### src/rtl/fetch_unit.sv
// Instruction fetch/issue sequencer: a program is loaded into a small memory while idle and
// then issued one word at a time over a valid/ready handshake, counting zero-flag results.
module fetch_unit #(
  parameter int DEPTH = 32,
  parameter int AW    = 5
) (
  input  logic          clk,
  input  logic          rst_n,
  input  logic          wr_en,
  input  logic [AW-1:0] wr_addr,
  input  logic [31:0]   wr_data,
  input  logic [AW:0]   prog_len,
  input  logic          start,
  output logic [31:0]   instruccion_r,
  output logic          instr_valid,
  input  logic          instr_ready,
  input  logic          tr_zf,
  output logic          busy,
  output logic          done,
  output logic [AW:0]   zf_count,
  output logic [AW-1:0] pc
);

  typedef enum logic [2:0] {
    S_IDLE,
    S_FETCH,
    S_ISSUE,
    S_SAMPLE,
    S_DONE
  } state_t;

  localparam logic [AW:0]   CNT_ONE = (AW+1)'(1);
  localparam logic [AW-1:0] PC_ONE  = AW'(1);

  state_t        state_q;
  logic [31:0]   mem_q [DEPTH];
  logic [AW:0]   len_q;
  logic [AW-1:0] pc_q;
  logic [31:0]   instr_q;
  logic          valid_q;
  logic          busy_q;
  logic          done_q;
  logic [AW:0]   zf_q;
  logic          last_d;

  // Program memory is deliberately outside the reset domain so contents survive a reset.
  always_ff @(posedge clk) begin
    if (wr_en && (state_q == S_IDLE)) begin
      mem_q[wr_addr] <= wr_data;
    end
  end

  // len_q is never zero while a run is in progress, so the subtraction cannot underflow.
  assign last_d = ({1'b0, pc_q} == (len_q - CNT_ONE));

  always_ff @(posedge clk or negedge rst_n) begin
    if (!rst_n) begin
      state_q <= S_IDLE;
      len_q   <= '0;
      pc_q    <= '0;
      instr_q <= '0;
      valid_q <= 1'b0;
      busy_q  <= 1'b0;
      done_q  <= 1'b0;
      zf_q    <= '0;
    end else begin
      done_q <= 1'b0;
      case (state_q)
        S_IDLE: begin
          if (start) begin
            zf_q   <= '0;
            busy_q <= 1'b1;
            if (prog_len != '0) begin
              len_q   <= prog_len;
              pc_q    <= '0;
              state_q <= S_FETCH;
            end else begin
              done_q  <= 1'b1;
              state_q <= S_DONE;
            end
          end
        end
        S_FETCH: begin
          instr_q <= mem_q[pc_q];
          valid_q <= 1'b1;
          state_q <= S_ISSUE;
        end
        S_ISSUE: begin
          if (instr_ready) begin
            valid_q <= 1'b0;
            state_q <= S_SAMPLE;
          end
        end
        S_SAMPLE: begin
          if (tr_zf) begin
            zf_q <= zf_q + CNT_ONE;
          end
          if (last_d) begin
            done_q  <= 1'b1;
            state_q <= S_DONE;
          end else begin
            pc_q    <= pc_q + PC_ONE;
            state_q <= S_FETCH;
          end
        end
        S_DONE: begin
          busy_q  <= 1'b0;
          state_q <= S_IDLE;
        end
        default: begin
          valid_q <= 1'b0;
          busy_q  <= 1'b0;
          state_q <= S_IDLE;
        end
      endcase
    end
  end

  assign instruccion_r = instr_q;
  assign instr_valid   = valid_q;
  assign busy          = busy_q;
  assign done          = done_q;
  assign zf_count      = zf_q;
  assign pc            = pc_q;

endmodule

### config.mk
export PLATFORM = sky130hd
export DESIGN_NAME = fetch_unit
export DESIGN_NICKNAME = d
export VERILOG_FILES = /design/src/rtl/fetch_unit.sv
export SDC_FILE = /design/constraint.sdc
export NUM_CORES = 1
export LEC_CHECK = 0
export ABC_AREA = 1
export CAP_MARGIN = 20
export CORE_UTILIZATION = 30
export DETAILED_ROUTE_END_ITERATION = 8
export HOLD_SLACK_MARGIN = 0.08
export PLACE_DENSITY = 0.54
export SLEW_MARGIN = 10
export SYNTH_ARGS = -nofsm -noshare
export SYNTH_HDL_FRONTEND = slang
export SYNTH_SLANG_ARGS = --single-unit
### constraint.sdc
create_clock -name clk -period 2.8 [get_ports clk]
set_input_delay 0.56 -clock clk [delete_from_list [all_inputs] [get_ports clk]]
set_output_delay 0.56 -clock clk [all_outputs]
set_load 0.01 [all_outputs]
======== Word level (Yosys, flattened, before mapping) ========
Memories as Yosys holds them, arrays and structs flattened. A register that Yosys moved wholly into a read port is not among the register bits.
Cells that the tools add are included.
storage, ports and cells
  memories kept ........................... 1
  RAM bits ................................ 1024
  bits in registers ....................... 23
  output and inout port bits .............. 46
  word-level logic and storage cells ...... 58
cells by class
  bitwise gates (word level) .............. 2
  add/subtract/negate cells ............... 3
  reduce and logical (&&, ||, !) cells .... 13
  eq/ne operators ......................... 10
  muxes and demuxes ....................... 22
memories
  name   depth  bits a word  rd ports  clocked after memory_dff  write ports  RTL line  text
  mem_q  32     32           1         1                         1            36        logic [31:0] mem_q [DEPTH];
operators with widths
  kind                                                                    number
  5-bit two-way mux                                                       3
  3-bit two-way mux                                                       4
  6-bit two-way mux                                                       2
  3-bit one-hot mux with 4 select lines                                   1
  6-bit one-hot mux with 2 select lines                                   1
  5-bit one-hot mux with 2 select lines                                   1
  2-bit != test (second input constant)                                   4
  1-bit two-way mux                                                       7
  6-bit by 1-bit adder with 6-bit output (second input constant)          1
  3-bit by 2-bit equality test with 1-bit output (second input constant)  2
  5-bit by 6-bit equality test with 1-bit output                          1
  2-bit AND reduction                                                     3
  3-bit AND reduction                                                     2
  6-bit nonzero test                                                      1
  3-bit OR reduction                                                      2
  6-bit by 1-bit subtractor with 6-bit output (second input constant)     1
  5-bit by 1-bit adder with 5-bit output (second input constant)          1
  1-bit one-hot mux with 2 select lines                                   2
  4-bit AND reduction                                                     1
  3-bit by 1-bit equality test with 1-bit output (second input constant)  1
  3-bit equality test (second input constant)                             1
  3-bit logical NOT                                                       1
  1-bit one-hot mux with 3 select lines                                   1
  2-bit by 1-bit != test with 1-bit output (second input constant)        1
  other kinds (4)                                                         5

======== Longest topological paths before layout ========
  depth in word-level cells ............... 4
  depth in mapped cells ................... 14

======== Least setup slack after synthesis ========
OpenSTA, ideal clock, no wires.
  path kind ............................... flip-flop to flip-flop
  start ................................... register state_q[1]
  end ..................................... memory mem_q[10][0] (enable)
  slack ................................... -161 ps
  period minus slack after synthesis ...... 2961 ps
  setup time .............................. 421 ps
  path buffers ............................ 0
  data required time ...................... 2379 ps
  stages on the path, launching flop included .. 6
  data arrival time ....................... 2540 ps
  path through ............................ dfrtp_1 nor3_2 inv_1 nor2_1 nand3_1 nor2_1
on the way
  cells in the longest elaborated chain, start to end .. 4
RTL lines
  what                                     RTL line  text
  from (decl)                              35        state_t state_q;
  from (signal assigned)                   58        state_q <= S_IDLE;
  from (signal assigned)                   76        state_q <= S_FETCH;
  from (signal assigned)                   79        state_q <= S_DONE;
  3-bit logical NOT                        48        if (wr_en && (state_q == S_IDLE)) begin
  1-bit logical AND                        48
  1-bit two-way mux                        48
  1-bit two-way mux (implied by the code)  49        mem_q[wr_addr] <= wr_data;
  to (decl)                                36
No other way between the ends.

======== Worst setup path after layout ========
  start ................................... register pc_q[0] (netlist: pc[0])
  end ..................................... output pc[0]
RTL lines
  what                    RTL line  text
  from (decl)             38        logic [AW-1:0] pc_q;
  from (signal assigned)  102       pc_q <= pc_q + PC_ONE;
  to (decl)               21        output logic [AW-1:0] pc
No word-level cell between the ends.

==> results_tabular.tex <==
\begin{tabular}{lr}
\hline
Metric & Value \\
\hline
\multicolumn{2}{l}{\textbf{Finish}} \\
Area growth from synthesis to layout & 20.54\% \\
Most common library cell in the layout ignoring fill and taps & sky130\_fd\_sc\_hd\_\_edfxtp\_1 \\
Area taken by multi-input logic gates & about 10000 um2 \\
Footprint of the flip-flops and latches & roughly 32000 um2 \\
Leading cell types in the layout, fill and taps excluded & sky130\_fd\_sc\_hd\_\_edfxtp\_1, sky130\_fd\_sc\_hd\_\_nand2\_1, sky130\_fd\_sc\_hd\_\_nor2\_1 \\
Share of post-route cells with drive strength above 1 & 0.1019 \\
Layout net count & $\sim$4200 \\
Fillcell total & 14180 \\
\multicolumn{2}{l}{\textbf{STA}} \\
Share of the cycle needed by the critical path after routing & 0.9393 \\
RSZ-0062 raised after global routing & false \\
Number of pins with negative max-slew slack in the final report & 0 \\
Max frequency & about 380 MHz \\
Time the final worst path needs with I/O delays and setup & about 2.6 ns \\
Fin. Hold Viols & 0 \\
Transition time at the pin with the least slew margin & between 0.8 and 0.9 ns \\
Setup violators final & 0 \\
Final sum of negative setup slack & 0 ns \\
Final clock skew & 0.03110 ns \\
Worst slew slack as a fraction of its limit & 0.4565 \\
\multicolumn{2}{l}{\textbf{Floorplan}} \\
Horiz. Die Dim & between 300 and 400 um \\
Floorplan row count & between 100 and 150 \\
Die span in y & between 300 and 400 um \\
Number of top-level pins & 95 \\
Floorplan die area & around 150000 um2 \\
Starting Density & 0.3025 \\
Core region area & about 150000 um2 \\
\multicolumn{2}{l}{\textbf{Power}} \\
Maximum vdd drop & around 540 uV \\
Part of the total power dissipated in the clock network & 0.333 \\
Total net switching power & around 14 mW \\
Net switching share of the total power & 0.3179 \\
Overall power of the completed layout & 44.32 mW \\
Leakage component of the power & approximately 20 nW \\
Cell internal pwr & 30.23 mW \\
Sequential share of power & 0.419 \\
Power per cell area & between 800 and 900 nW/um2 \\
Gate power share & 0.248 \\
\multicolumn{2}{l}{\textbf{CTS}} \\
H-tree depth reported by CTS & 3 \\
Clock transition at the registers of the reported paths & 0.06 ns \\
CTS root buffer & sky130\_fd\_sc\_hd\_\_clkbuf\_16 \\
Post-CTS sizing & 0 \\
Worst-skew pair later-pin latency & a little over 0.7 ns \\
TritonCTS sink count & 1079 \\
Deepest clock path buffer count & 3 \\
Clock tree from TritonCTS & done \\
Clock buffers created by TritonCTS & about 120 \\
\multicolumn{2}{l}{\textbf{Yosys}} \\
Count of different cell masters after synthesis & 28 \\
Post-Syn Nets & around 4000 \\
Mean instance size in the synthesized netlist & between 10 and 15 um2 \\
Leading register cell type out of synthesis & sky130\_fd\_sc\_hd\_\_edfxtp\_1 \\
Proportion of synthesized flip-flops having asynchronous set or reset & 0.05097 \\
Syn. warnings & 0 \\
Number of enable flip-flop cells after synthesis & $\sim$1000 \\
Post-Synthesis Cells & about 4000 \\
Netlist area before placement & between 40000 and 50000 um2 \\
Sequential area share after synthesis & 0.7279 \\
Number of synthesized register bits & about 1100 \\
\multicolumn{2}{l}{\textbf{Detailed routing}} \\
Number of DRC violations after detailed-routing iteration 0 & between 2000 and 3000 \\
Post-detailed-route via-to-cell ratio & approximately 4.8 \\
Final antenna-violating net count & 0 \\
DRC & 0 \\
Routed len/inst & roughly 21 um \\
Total via count after detailed routing & 29490 \\
Number of optimization iterations in the first detailed-route pass & 6 \\
Total routed wirelength & approximately 130000 um \\
\multicolumn{2}{l}{\textbf{Placement}} \\
Final HPWL from detailed placement & 81540 um \\
Gpl congestion & around 0.83 \\
Port buffer count & 94 \\
\multicolumn{2}{l}{\textbf{Worst setup path}} \\
Required time of the critical path & $\sim$2.2 ns \\
Endpoint class of the critical path & primary output \\
Setup Crit Path Kind & reg -> out \\
Crit path launch type & flip-flop \\
Arrival time of the worst setup path & between 2 and 2.5 ns \\
Critical path fanouts, max & 17 \\
\multicolumn{2}{l}{\textbf{GRT}} \\
Initial antenna violation count & 5 \\
Vias in the first global route & about 28000 \\
Maximum number of pins on one net before global-route repair & approximately 110 \\
Aggregate global-route resource usage & 0.1748 \\
Leftover overflow at the end of global routing & 0 \\
First-pass GRT wire length & between 150000 and 200000 um \\
\multicolumn{2}{l}{\textbf{Outcome}} \\
Outcome & completed \\
\multicolumn{2}{l}{\textbf{Job}} \\
Max Cap Viol & 0 \\
\multicolumn{2}{l}{\textbf{Hold path}} \\
Class of the worst hold path & in -> async \\
\hline
\end{tabular}
-- through the flow --
stage / hold WS (ns) / cell area (um2) / util / std cells / worst slack (ns)
after CTS: 0.3447 / 53200 / 0.3646 / 6195 / 0.1131
final: 0.3766 / 53200 / 0.3646 / 6196 / 0.1701
after floorplan: 0.2644 / 44160 / - / 3965 / -0.1609
after detailed placement: 0.4707 / 49530 / 0.3394 / 5978 / 0.2158
after global placement: 0.4688 / 49530 / 0.3394 / 5978 / 0.1884
after global routing: 0.4182 / 53200 / 0.3646 / 6195 / 0.09390
-- final timing paths --
kind / from / endpoint / slack, ns / cells past startpoint
min in group clk: tr_zf / zf_count[1] / 0.48 / 3
worst min-delay path: rst_n / instruccion_r[9] / 0.38 / 2
worst max register to register: pc[0] / instruccion_r[30] / 0.28 / 12
worst min register to register: instruccion_r[28] / instruccion_r[28] / 0.48 / 2
worst max-delay path: pc[0] / pc[0] / 0.17 / 2
max in group asynchronous: rst_n / instruccion_r[17] / 1.63 / 3
-- sequential cells by signal, summed over array words and instances (netlist names) --
signal / cells
len_q: 6
busy: 1
zf_count: 6
instruccion_r: 32
pc: 5
mem_q: 1024
instr_valid: 1
done: 1
state_q: 3
-- critical path, stage by stage (launching register included) --
cell and delay [ns]:
sky130_fd_sc_hd__dfrtp_4 0.51, sky130_fd_sc_hd__buf_12 0.23, sky130_fd_sc_hd__clkdlybuf4s50_1 0.62
-- area by class of cell --
| class | instances | area share |
|---|---|---|
| Timing Repair Buffer | 311 | 0.06895 |
| Multi-Input combinational cell | 2452 | 0.1972 |
| Clock inverter | 55 | 0.008819 |
| Sequential cell | 1079 | 0.6041 |
| Tap cell | 1917 | 0.04508 |
| Inverter | 220 | 0.01585 |
| Clock buffer | 161 | 0.05999 |
| Antenna cell | 1 | 0.00004704 |
-- Yosys cell counts (2+ instances only) --
cell                       instances  share of area
sky130_fd_sc_hd__ha_1              3        0.00085
sky130_fd_sc_hd__nand3_1         378          0.043
sky130_fd_sc_hd__o21ai_0         295          0.033
sky130_fd_sc_hd__buf_1            21         0.0018
sky130_fd_sc_hd__nand2_1         985          0.084
sky130_fd_sc_hd__buf_2            95          0.011
sky130_fd_sc_hd__nand4_1           3        0.00043
sky130_fd_sc_hd__inv_2             4        0.00034
sky130_fd_sc_hd__clkbuf_1         93         0.0079
sky130_fd_sc_hd__nor3_2            2        0.00045
sky130_fd_sc_hd__buf_4             3        0.00051
sky130_fd_sc_hd__nor2_1          696          0.059
sky130_fd_sc_hd__buf_6             2        0.00051
sky130_fd_sc_hd__a21oi_1          75         0.0085
sky130_fd_sc_hd__nor2_2            3        0.00043
sky130_fd_sc_hd__nor3_1            2        0.00023
sky130_fd_sc_hd__inv_1           214          0.018
sky130_fd_sc_hd__edfxtp_1       1024           0.70
sky130_fd_sc_hd__dfrtp_1          55          0.031
sky130_fd_sc_hd__xor2_1            3        0.00060
sky130_fd_sc_hd__clkinv_1          2        0.00017
-- layer usage --
layer  vias up  global-route usage  routed length (um)
met5         -                   0                   0
met4         0             0.04011                2431
met3       159             0.03975               11850
met2      1043              0.2689               57880
met1     14430              0.2496               58470
li1      13860                   -                   -
-- power by group through the flow --
stage	registers [mW]	logic [mW]	clock network (mW)
after floorplan	18.8	6.14	0
after global placement	18.9	11.0	0
after detailed placement	18.9	11.0	0
after CTS	18.6	11.0	15.0
after global routing	18.6	12.2	15.7
final	18.6	11.0	14.8
-- kinds of logic after synthesis --
family	count (synthesis)	synth area share
flops	1079	0.7279
fa+ha+maj	3	0.0008506
compound gates	374	0.04255
simple gates	2072	0.1879
xor+xnor	3	0.0005954
buf+inv	434	0.04020
-- timing repair --
action / in CTS / in global routing
hold buffers: 1 / 0
hold endpoints to repair: 17 / 0
setup buffers: 0 / 0
Power figures use the tool's default switching activity.
